===== src/rtl/core_pkg.sv =====
// Shared definitions for the 9-bit-instruction core: sequencer states,
// next-PC selects, instruction-type and opcode constants.
package core_pkg;

   typedef enum logic [2:0] {
      IDLE,
      FETCH,
      EXEC,
      MEM_WAIT,
      HALT
   } seq_state_t;

   typedef enum logic [1:0] {
      PC_HOLD,
      PC_INC,
      PC_TARGET,
      PC_CLEAR
   } pc_sel_t;

   localparam logic ITYPE_RUN = 1'b0;
   localparam logic ITYPE_PUT = 1'b1;

   localparam logic [3:0] OP_LOAD  = 4'b0001;
   localparam logic [3:0] OP_STORE = 4'b0010;
   localparam logic [3:0] OP_JUMP  = 4'b1000;
   localparam logic [3:0] OP_BEQ   = 4'b1001;
   localparam logic [3:0] OP_BLT   = 4'b1010;
   localparam logic [3:0] OP_BGT   = 4'b1011;
   localparam logic [3:0] OP_HALT  = 4'b1111;

   function automatic logic is_branch(input logic [3:0] op);
      return (op == OP_BEQ) || (op == OP_BLT) || (op == OP_BGT);
   endfunction

endpackage


===== src/rtl/pc_unit.sv =====
// Program counter register with its next-PC mux.
// Increment wraps naturally at 2^PC_W.
module pc_unit
   import core_pkg::*;
#(
   parameter int PC_W = 10
) (
   input  logic            clk,
   input  logic            reset,
   input  pc_sel_t         sel,
   input  logic [PC_W-1:0] target,
   output logic [PC_W-1:0] pc
);

   localparam logic [PC_W-1:0] PC_ONE = PC_W'(1);

   always_ff @(posedge clk) begin
      if (reset) begin
         pc <= '0;
      end else begin
         unique case (sel)
            PC_HOLD:   pc <= pc;
            PC_INC:    pc <= pc + PC_ONE;
            PC_TARGET: pc <= target;
            PC_CLEAR:  pc <= '0;
            default:   pc <= pc;
         endcase
      end
   end

endmodule


===== src/rtl/fetch_sequencer.sv =====
// Multi-cycle FETCH/EXEC/MEM_WAIT sequencer: owns the PC, redirects on
// jump/branch, holds the data-memory handshake and stops on HALT.
module fetch_sequencer
   import core_pkg::*;
#(
   parameter int PC_W        = 10,
   parameter int MEM_TIMEOUT = 15,
   parameter int RET_W       = 16
) (
   input  logic             clk,
   input  logic             reset,
   input  logic             start,
   input  logic [8:0]       instr_in,
   input  logic             branch_cond,
   input  logic [PC_W-1:0]  target,
   input  logic             mem_ack,
   output logic [PC_W-1:0]  imem_addr,
   output logic [8:0]       instr_q,
   output logic             mem_req,
   output logic             mem_we,
   output logic             commit,
   output logic             busy,
   output logic             done,
   output logic             mem_err,
   output logic [RET_W-1:0] retired
);

   localparam int CNT_W = $clog2(MEM_TIMEOUT + 1);
   localparam logic [CNT_W-1:0] CNT_ONE  = CNT_W'(1);
   localparam logic [CNT_W-1:0] TMO_LAST = CNT_W'(MEM_TIMEOUT - 1);
   localparam logic [RET_W-1:0] RET_ONE  = RET_W'(1);

   seq_state_t       state;
   pc_sel_t          pc_sel;
   logic [CNT_W-1:0] wait_cnt;
   logic [3:0]       op;
   logic             run;
   logic             is_halt;
   logic             is_mem;
   logic             take;
   logic [RET_W-1:0] ret_nx;

   assign op      = instr_q[4:1];
   assign run     = (instr_q[0] == ITYPE_RUN);
   assign is_halt = run && (op == OP_HALT);
   assign is_mem  = run && ((op == OP_LOAD) || (op == OP_STORE));
   assign take    = run && ((op == OP_JUMP) ||
                            (is_branch(op) && branch_cond));
   assign ret_nx  = (&retired) ? retired : retired + RET_ONE;

   always_comb begin
      pc_sel = PC_HOLD;
      unique case (state)
         IDLE, HALT: begin
            if (start) pc_sel = PC_CLEAR;
         end
         EXEC: begin
            if (!is_halt && !is_mem)
               pc_sel = take ? PC_TARGET : PC_INC;
         end
         MEM_WAIT: begin
            if (mem_ack) pc_sel = PC_INC;
         end
         default: pc_sel = PC_HOLD;
      endcase
   end

   pc_unit #(
      .PC_W(PC_W)
   ) u_pc (
      .clk   (clk),
      .reset (reset),
      .sel   (pc_sel),
      .target(target),
      .pc    (imem_addr)
   );

   always_ff @(posedge clk) begin
      if (reset) begin
         state    <= IDLE;
         instr_q  <= '0;
         retired  <= '0;
         wait_cnt <= '0;
         mem_req  <= 1'b0;
         mem_we   <= 1'b0;
         commit   <= 1'b0;
         busy     <= 1'b0;
         done     <= 1'b0;
         mem_err  <= 1'b0;
      end else begin
         commit <= 1'b0;
         unique case (state)
            IDLE, HALT: begin
               if (start) begin
                  state   <= FETCH;
                  retired <= '0;
                  mem_err <= 1'b0;
                  busy    <= 1'b1;
                  done    <= 1'b0;
               end
            end
            FETCH: begin
               instr_q <= instr_in;
               state   <= EXEC;
            end
            EXEC: begin
               if (is_halt) begin
                  state <= HALT;
                  busy  <= 1'b0;
                  done  <= 1'b1;
               end else if (is_mem) begin
                  mem_req  <= 1'b1;
                  mem_we   <= (op == OP_STORE);
                  wait_cnt <= '0;
                  state    <= MEM_WAIT;
               end else begin
                  commit  <= 1'b1;
                  retired <= ret_nx;
                  state   <= FETCH;
               end
            end
            MEM_WAIT: begin
               if (mem_ack) begin
                  commit  <= 1'b1;
                  retired <= ret_nx;
                  mem_req <= 1'b0;
                  mem_we  <= 1'b0;
                  state   <= FETCH;
               end else if (wait_cnt == TMO_LAST) begin
                  // No ack within the window: abandon the access.
                  mem_err <= 1'b1;
                  mem_req <= 1'b0;
                  mem_we  <= 1'b0;
                  busy    <= 1'b0;
                  done    <= 1'b1;
                  state   <= HALT;
               end else begin
                  wait_cnt <= wait_cnt + CNT_ONE;
               end
            end
            default: begin
               state <= IDLE;
               busy  <= 1'b0;
               done  <= 1'b0;
            end
         endcase
      end
   end

endmodule


===== config.mk =====
export PLATFORM = sky130hd
export DESIGN_NAME = fetch_sequencer
export DESIGN_NICKNAME = d
export VERILOG_FILES = /design/src/rtl/core_pkg.sv /design/src/rtl/pc_unit.sv /design/src/rtl/fetch_sequencer.sv
export SDC_FILE = /design/constraint.sdc
export NUM_CORES = 1
export LEC_CHECK = 0
export ABC_AREA = 1
export CAP_MARGIN = 20
export CORE_ASPECT_RATIO = 0.8
export CORE_MARGIN = 1.5
export CORE_UTILIZATION = 25
export DETAILED_ROUTE_END_ITERATION = 16
export GPL_TIMING_DRIVEN = 0
export PLACE_DENSITY = 0.5
export SYNTH_ARGS = -nofsm -noshare
export SYNTH_HDL_FRONTEND = slang
export SYNTH_SLANG_ARGS = --single-unit

===== constraint.sdc =====
create_clock -name clk -period 2.5 [get_ports clk]
set_input_delay 0.25 -clock clk [delete_from_list [all_inputs] [get_ports clk]]
set_output_delay 0.25 -clock clk [all_outputs]
set_load 0.1 [all_outputs]

==> results.ini <==
[cts]
post_cts_resized = 0
cts_setup_buffers = 0
h-tree-depth = 2
cts_tree = done
cts_inserted_buffers = 5
clk_pin_slew_worst_paths_ns = 0.07
clkSinkCount = 48
cts_buffer_depth = 2
insertion_delay_ns = 0.28
ctsHoldBuffers = 0
root_buffer = clkbuf_16

[synth]
ys_seq_elements = 48
synth_area_sq_mm = 0.00278
ys_seq_area_share_pct = 34.6
synth_flop_cell = dfxtp_1
yosys_warnings = 0
synth_cells = 395
synth-edff-count = 0
ys_types = 38
synth_fp_nets = 423
postSynthAreaPerCell_sq_um = 7.03
ys_async_sr_fraction_pct = 0

[setup_path]
crit_path_top_delay_cell = clkdlybuf4s50_1
crit_type = flip-flop to primary output
crit_fanout = 7
critPathLaunchType = flip-flop
cp_cell_sequence = clkdlybuf4s50_1
cp_top_family = buffers and inverters
cp.depth = 1
cp_num_buf_inv = 1
rr_worst_depth = 8
cp_data_required_time_ns = 2.25
cp_data_arrival_time_ns = 1.95
worstSetupEndpointType = primary output
slowest_delay_ns = 1.19

[sta]
max_slew_margin_pct = 33.3
max_freq_mhz = 455
rsz0062_at_grt = no
finalMaxSlewViolations = 0
tns_ns = 0
final.period_utilization_pct = 88.0
worst_clock_skew_ns = 0.00377
min_period_ns = 2.20
hold_viol_final = 0
worstMarginPinSlew_ns = 0.998
setup_viol = 0

[global_routing]
grtUsageTotal_pct = 13.3
grt-ovfl-total = 0
antenna_found_initial = 0
grt_max_degree = 15
grt_pass1_wl_um = 12700
grt_pass1_vias = 2559

[route]
ant_nets = 0
drt_first_iter_violations = 123
viasPerCell = 4.35
detailedRoute.firstPassIterationCount = 4
totalWireLength_um = 7620
via_count = 2660
wire_per_inst_um = 12.5
drc = 0

[floorplan]
die_h_um = 97.2
pin_count = 65
dieArea_sq_mm = 0.0117
die_width_um = 121
rows = 34
core_sq_mm = 0.0108
start_util_pct = 25.6

[worst_hold_path]
min_path_type = flip-flop to flip-flop
hold_depth = 2

[layout]
syn2layout_area_growth_pct = 35.0
utilization_pct = 34.5
final_cell_mix = nand2_1 (83), clkdlybuf4s50_1 (64), dfxtp_1 (48)
multi_input_area_sq_mm = 0.00160
final_common_cell = nand2_1
fillers = 1171
final-seq-area_sq_um = 961
fin_nets = 494
drive_gt1_share_pct = 12.0
diodes = 0

[power]
ir_drop_mv = 0.264
cellLeakagePower_uw = 0.00134
netSwitchingPower_uw = 1210
seq_power_share_pct = 33.1
pwr-share-comb_pct = 41.9
p_int_uw = 1540
p_per_area_mw_per_mm2 = 735
power_switching_share_pct = 44.1
p_clk_share_pct = 25.0
power.total_uw = 2750

[place]
io_buffer_count = 64
routabilityCongestion = 0.756
dp_hpwl_um = 5800

[run_status]
outcome = finished clean

[flow_run]
drv_cap = 0

==> synthesized netlist by cell type, types with 2 or more instances <==
cell type  instances  area (sq um)
inv_2              4          15.0
o21bai_1           2          15.0
nor2_1            45           169
o21ai_1            3          15.0
nand3_1           25           125
inv_1             34           128
nor2_4             3          33.8
dfxtp_1           48           961
a31oi_1            2          12.5
nand2_1           83           312
o21ai_0           30           150
a21oi_2            8          70.1
nand2_4            4          45.0
ha_1               4          50.1
nand2_2           12          75.1
xnor2_1            3          26.3
nor2_2             6          37.5
buf_6              2          22.5
clkbuf_1           6          22.5
a21oi_1           36           180
nor3_1             2          10.0
nand3_4            2          35.0
nand4_1            6          37.5
xor2_1            11          96.3
==> state kept, by name (all words and copies together) (netlist names) <==
register and flops:
state 3, retired 16, commit 1, u_pc.pc 10, mem_req 1, done 1
mem_err 1, busy 1, instr_q 9, wait_cnt 4, mem_we 1
==> metal layers <==
layer / track usage (%) / part of all wire (%) / vias to the layer above
met3: 2.58 / 3.1 / 7
met5: 0 / 0 / -
li1: - / - / 1422
met1: 19.9 / 54 / 1202
met2: 19.7 / 42 / 29
met4: 2.71 / 0.75 / 0
==> layout make-up <==
type / count / share of cell area [%]
Timing Repair Buffer: 64 / 17.1
Clock inverter: 1 / 0.200
Clock buffer: 7 / 3.81
Buffer: 11 / 1.77
Multi-Input combinational cell: 297 / 42.7
Inverter: 39 / 3.97
Tap cell: 144 / 4.81
Sequential cell: 48 / 25.7
==> power groups by stage <==
stage / Sequential (uW) / Combinational, uW / Clock (uW)
after global routing: 923 / 1240 / 741
after detailed placement: 928 / 1160 / 0
after floorplan: 1390 / 415 / 0
after CTS: 911 / 1160 / 711
final: 910 / 1150 / 690
after global placement: 928 / 1160 / 0
==> cells by family (layout without fill, tap and decap cells) <==
group	Yosys count	in the layout	share of synthesized area (%)
compound gates	82	82	16.3
xor+xnor	14	14	4.42
fa+ha+maj	4	4	1.80
buf+inv	50	122	7.75
flops	48	48	34.6
simple gates	197	197	35.1
==> path summary, 6_finish.rpt <==
kind                            startpoint         end  slack, ns
worst max-delay path            retired[5]  retired[5]       0.30
worst min-delay path            instr_q[7]  instr_q[7]       0.45
worst max register to register  retired[0]  retired[7]       0.55
worst min register to register  instr_q[7]  instr_q[7]       0.45
==> metrics by stage <==
stage | std cells | worst slack, ns | instance area, sq um | hold WS, ns
after global placement | 603 | 0.540 | 3600 | 0.436
after detailed placement | 603 | 0.538 | 3600 | 0.440
after floorplan | 395 | 0.0965 | 2780 | 0.319
final | 611 | 0.301 | 3750 | 0.446
after CTS | 611 | 0.312 | 3750 | 0.450
after global routing | 611 | 0.271 | 3750 | 0.477
No activity file was read; power rests on OpenSTA's default activity.
==> variant, RTL diff (config.mk and constraints unchanged) <==
Re-encode `seq_state_t` (5 states) as one-hot, 5 bits wide.
--- a/src/rtl/core_pkg.sv
+++ b/src/rtl/core_pkg.sv
@@ -3,10 +3,10 @@
 package core_pkg;
 
-   typedef enum logic [2:0] {
-      IDLE,
-      FETCH,
-      EXEC,
-      MEM_WAIT,
-      HALT
+   typedef enum logic [4:0] {
+      IDLE     = 5'b00001,
+      FETCH    = 5'b00010,
+      EXEC     = 5'b00100,
+      MEM_WAIT = 5'b01000,
+      HALT     = 5'b10000
    } seq_state_t;
 
Check against the original RTL: same outputs for any inputs over 10 cycles, from zero or initial values and one cycle with reset high; not proved beyond that.
==> variant against the original RTL <==
  * Sequential cell count increased by 2
  * Sequential share of layout area decreased by 0.35 points
  * Synthesized area increased by 7.7%
  * Global-route usage increased by 1.2 points
  * Wire length increased by 15%
  * Power decreased by 19%
  * Clock power increased by 4.3%
  * First-iteration DRC count increased by 27%
  * Worst setup slack got worse by 0.034 ns
  * Final cell count increased by 12%
  * Design area increased by 5.6%
  * Critical path type unchanged
==> variant: results (changes against the original RTL) <==
Clock tree
  • Clock root buffer: clkbuf_16 (unchanged)
  • TritonCTS buffer count: 5 (unchanged)
  • CTS HTree Levels: 2 (unchanged)

Setup path
  • Worst r2r path cells: 9 (was 8)
  • Reg2Reg Capture Point: retired[9] (was retired[7])
  • Cell family contributing the most delay on the critical path: buffers and inverters (unchanged)
  • Crit path DAT: 1.98 ns (was 1.95 ns)
  • Crit path to: retired[6] (was retired[5])

Outcome
  • Status: finished clean (unchanged)

Worst hold path
  • Worst hold-check path type: in2reg (was reg2reg)

Place
  • Dpl ws: 0.5163 ns (was 0.5383 ns)
  • Final HPWL DP: 6.594 mm (was 5.802 mm)
  • PortBufs: 63 (was 64)
  • RD Place Congestion: 0.8423 (was 0.7556)

Power
  • Worst VDD drop: 305.2 µV (was 263.5 µV)
  • Leak Pwr: 1.569 nW (was 1.339 nW)

Timing
  • Slew HR: 33.99% (was 33.26%)
  • Worst Setup Slack, final: 0.2670 ns (was 0.3007 ns)
  • Clock Skews: 0.006876 ns (was 0.003771 ns)

Synthesis
  • Post-synthesis sequential area ratio: 33.49% (was 34.63%)
  • Yosys cell types: 30 (was 38)
  • Top post-synthesis cells by count: nand2_1 (144), nor2_1 (55), inv_1 (52), dfxtp_1 (50), a21oi_1 (38) (was nand2_1 (83), dfxtp_1 (48), nor2_1 (45), a21oi_1 (36), inv_1 (34))
  • Synth Net Count: 493 (was 423)
  • Top cells by area, synth: dfxtp_1 (33%), nand2_1 (18%), nor2_1 (6.9%), inv_1 (6.5%), a21oi_1 (6.4%) (was dfxtp_1 (35%), nand2_1 (11%), a21oi_1 (6.5%), nor2_1 (6.1%), o21ai_0 (5.4%))

Final layout
  • Final #Nets: 563 (was 494)
  • Share of layout cells above drive strength 1: 8.396% (was 11.99%)
  • # fillers: 1,247 (was 1,171)
  • FF+latch area: 1001 µm² (was 960.9 µm²)
  • Ant. Diodes: 0 (unchanged)

Global routing
  • Number of global-route vias before repair: 2,960 (was 2,559)
  • Largest net degree at the start of global routing: 16 (was 15)
  • Global-route wire length before repair: 14.76 mm (was 12.74 mm)
  • GRT Overall Usage: 14.51% (was 13.32%)

Detailed routing
  • Vias post-DR: 3,100 (was 2,660)
  • Total Wirelength: 8.768 mm (was 7.621 mm)
  • DRT iter0 DRCs: 156 (was 123)
[variant: cell count changes after synthesis, sizes merged, moves of 8 or more]
cell   unedited run  this run
xor2             11         3
nand4             7        16
nand3            28        38
nand2            99       146
o21ai            33        16
nor2             55        65
inv              39        57
[variant: routing by layer]
metal	global-route usage, %	vias up	share of wire [%]
met5	0	-	0
met4	4.545	0	1.2
met3	3.238	9	4.6
met2	21.82	70	41
met1	20.65	1402	53
li1	-	1619	-
[variant: logic make-up (layout without fill, tap and decap cells)]
kind of cell | after synthesis | in the layout | share of synthesized area, %
flops | 50 | 50 | 33.49
xor+xnor | 10 | 10 | 2.930
fa+ha+maj | 4 | 4 | 1.674
simple gates | 270 | 270 | 40.77
compound gates | 61 | 61 | 11.01
buf+inv | 70 | 141 | 10.13
[variant: worst min-delay path by stage]
stage / end / start / cells after the start / slack, ns
finish: retired[12] / reset / 2 / 0.37
global placement: instr_q[8] / instr_q[8] / 2 / 0.43
floorplan: instr_q[5] / instr_in[5] / 2 / 0.44
global route: retired[12] / reset / 2 / 0.39
detailed placement: instr_q[5] / instr_q[5] / 2 / 0.44
CTS: retired[12] / reset / 2 / 0.36
[variant: area by class of cell]
cell class / instances / area share (%)
plain buffers: 13 / 2.245
repair buffers: 63 / 15.94
clock buffers: 6 / 3.510
inverters: 57 / 5.408
multi-input cells: 345 / 42.60
well taps: 148 / 4.681
flip-flops and latches: 50 / 25.30
clock inverters: 2 / 0.3163
[variant: per-stage QoR]
step / hold slack (ns) / std cells / cell area, µm² / total power [mW] / utilization (%)
finish: 0.3693 / 684 / 3956 / 2.227 / 34.09
global route: 0.3944 / 684 / 3956 / 2.344 / 34.09
CTS: 0.3630 / 684 / 3956 / 2.263 / 34.09
detailed placement: 0.4369 / 676 / 3805 / 1.534 / 32.79
global placement: 0.4333 / 676 / 3805 / 1.532 / 32.79
floorplan: 0.4435 / 465 / 2989 / 1.346 / -
[variant: report_power, final]
group	internal, mW	leakage [nW]	switching [mW]
clock	0.398	0.0729	0.323
combinational	0.182	1.09	0.459
sequential	0.833	0.405	0.0331
total	1.41	1.57	0.815
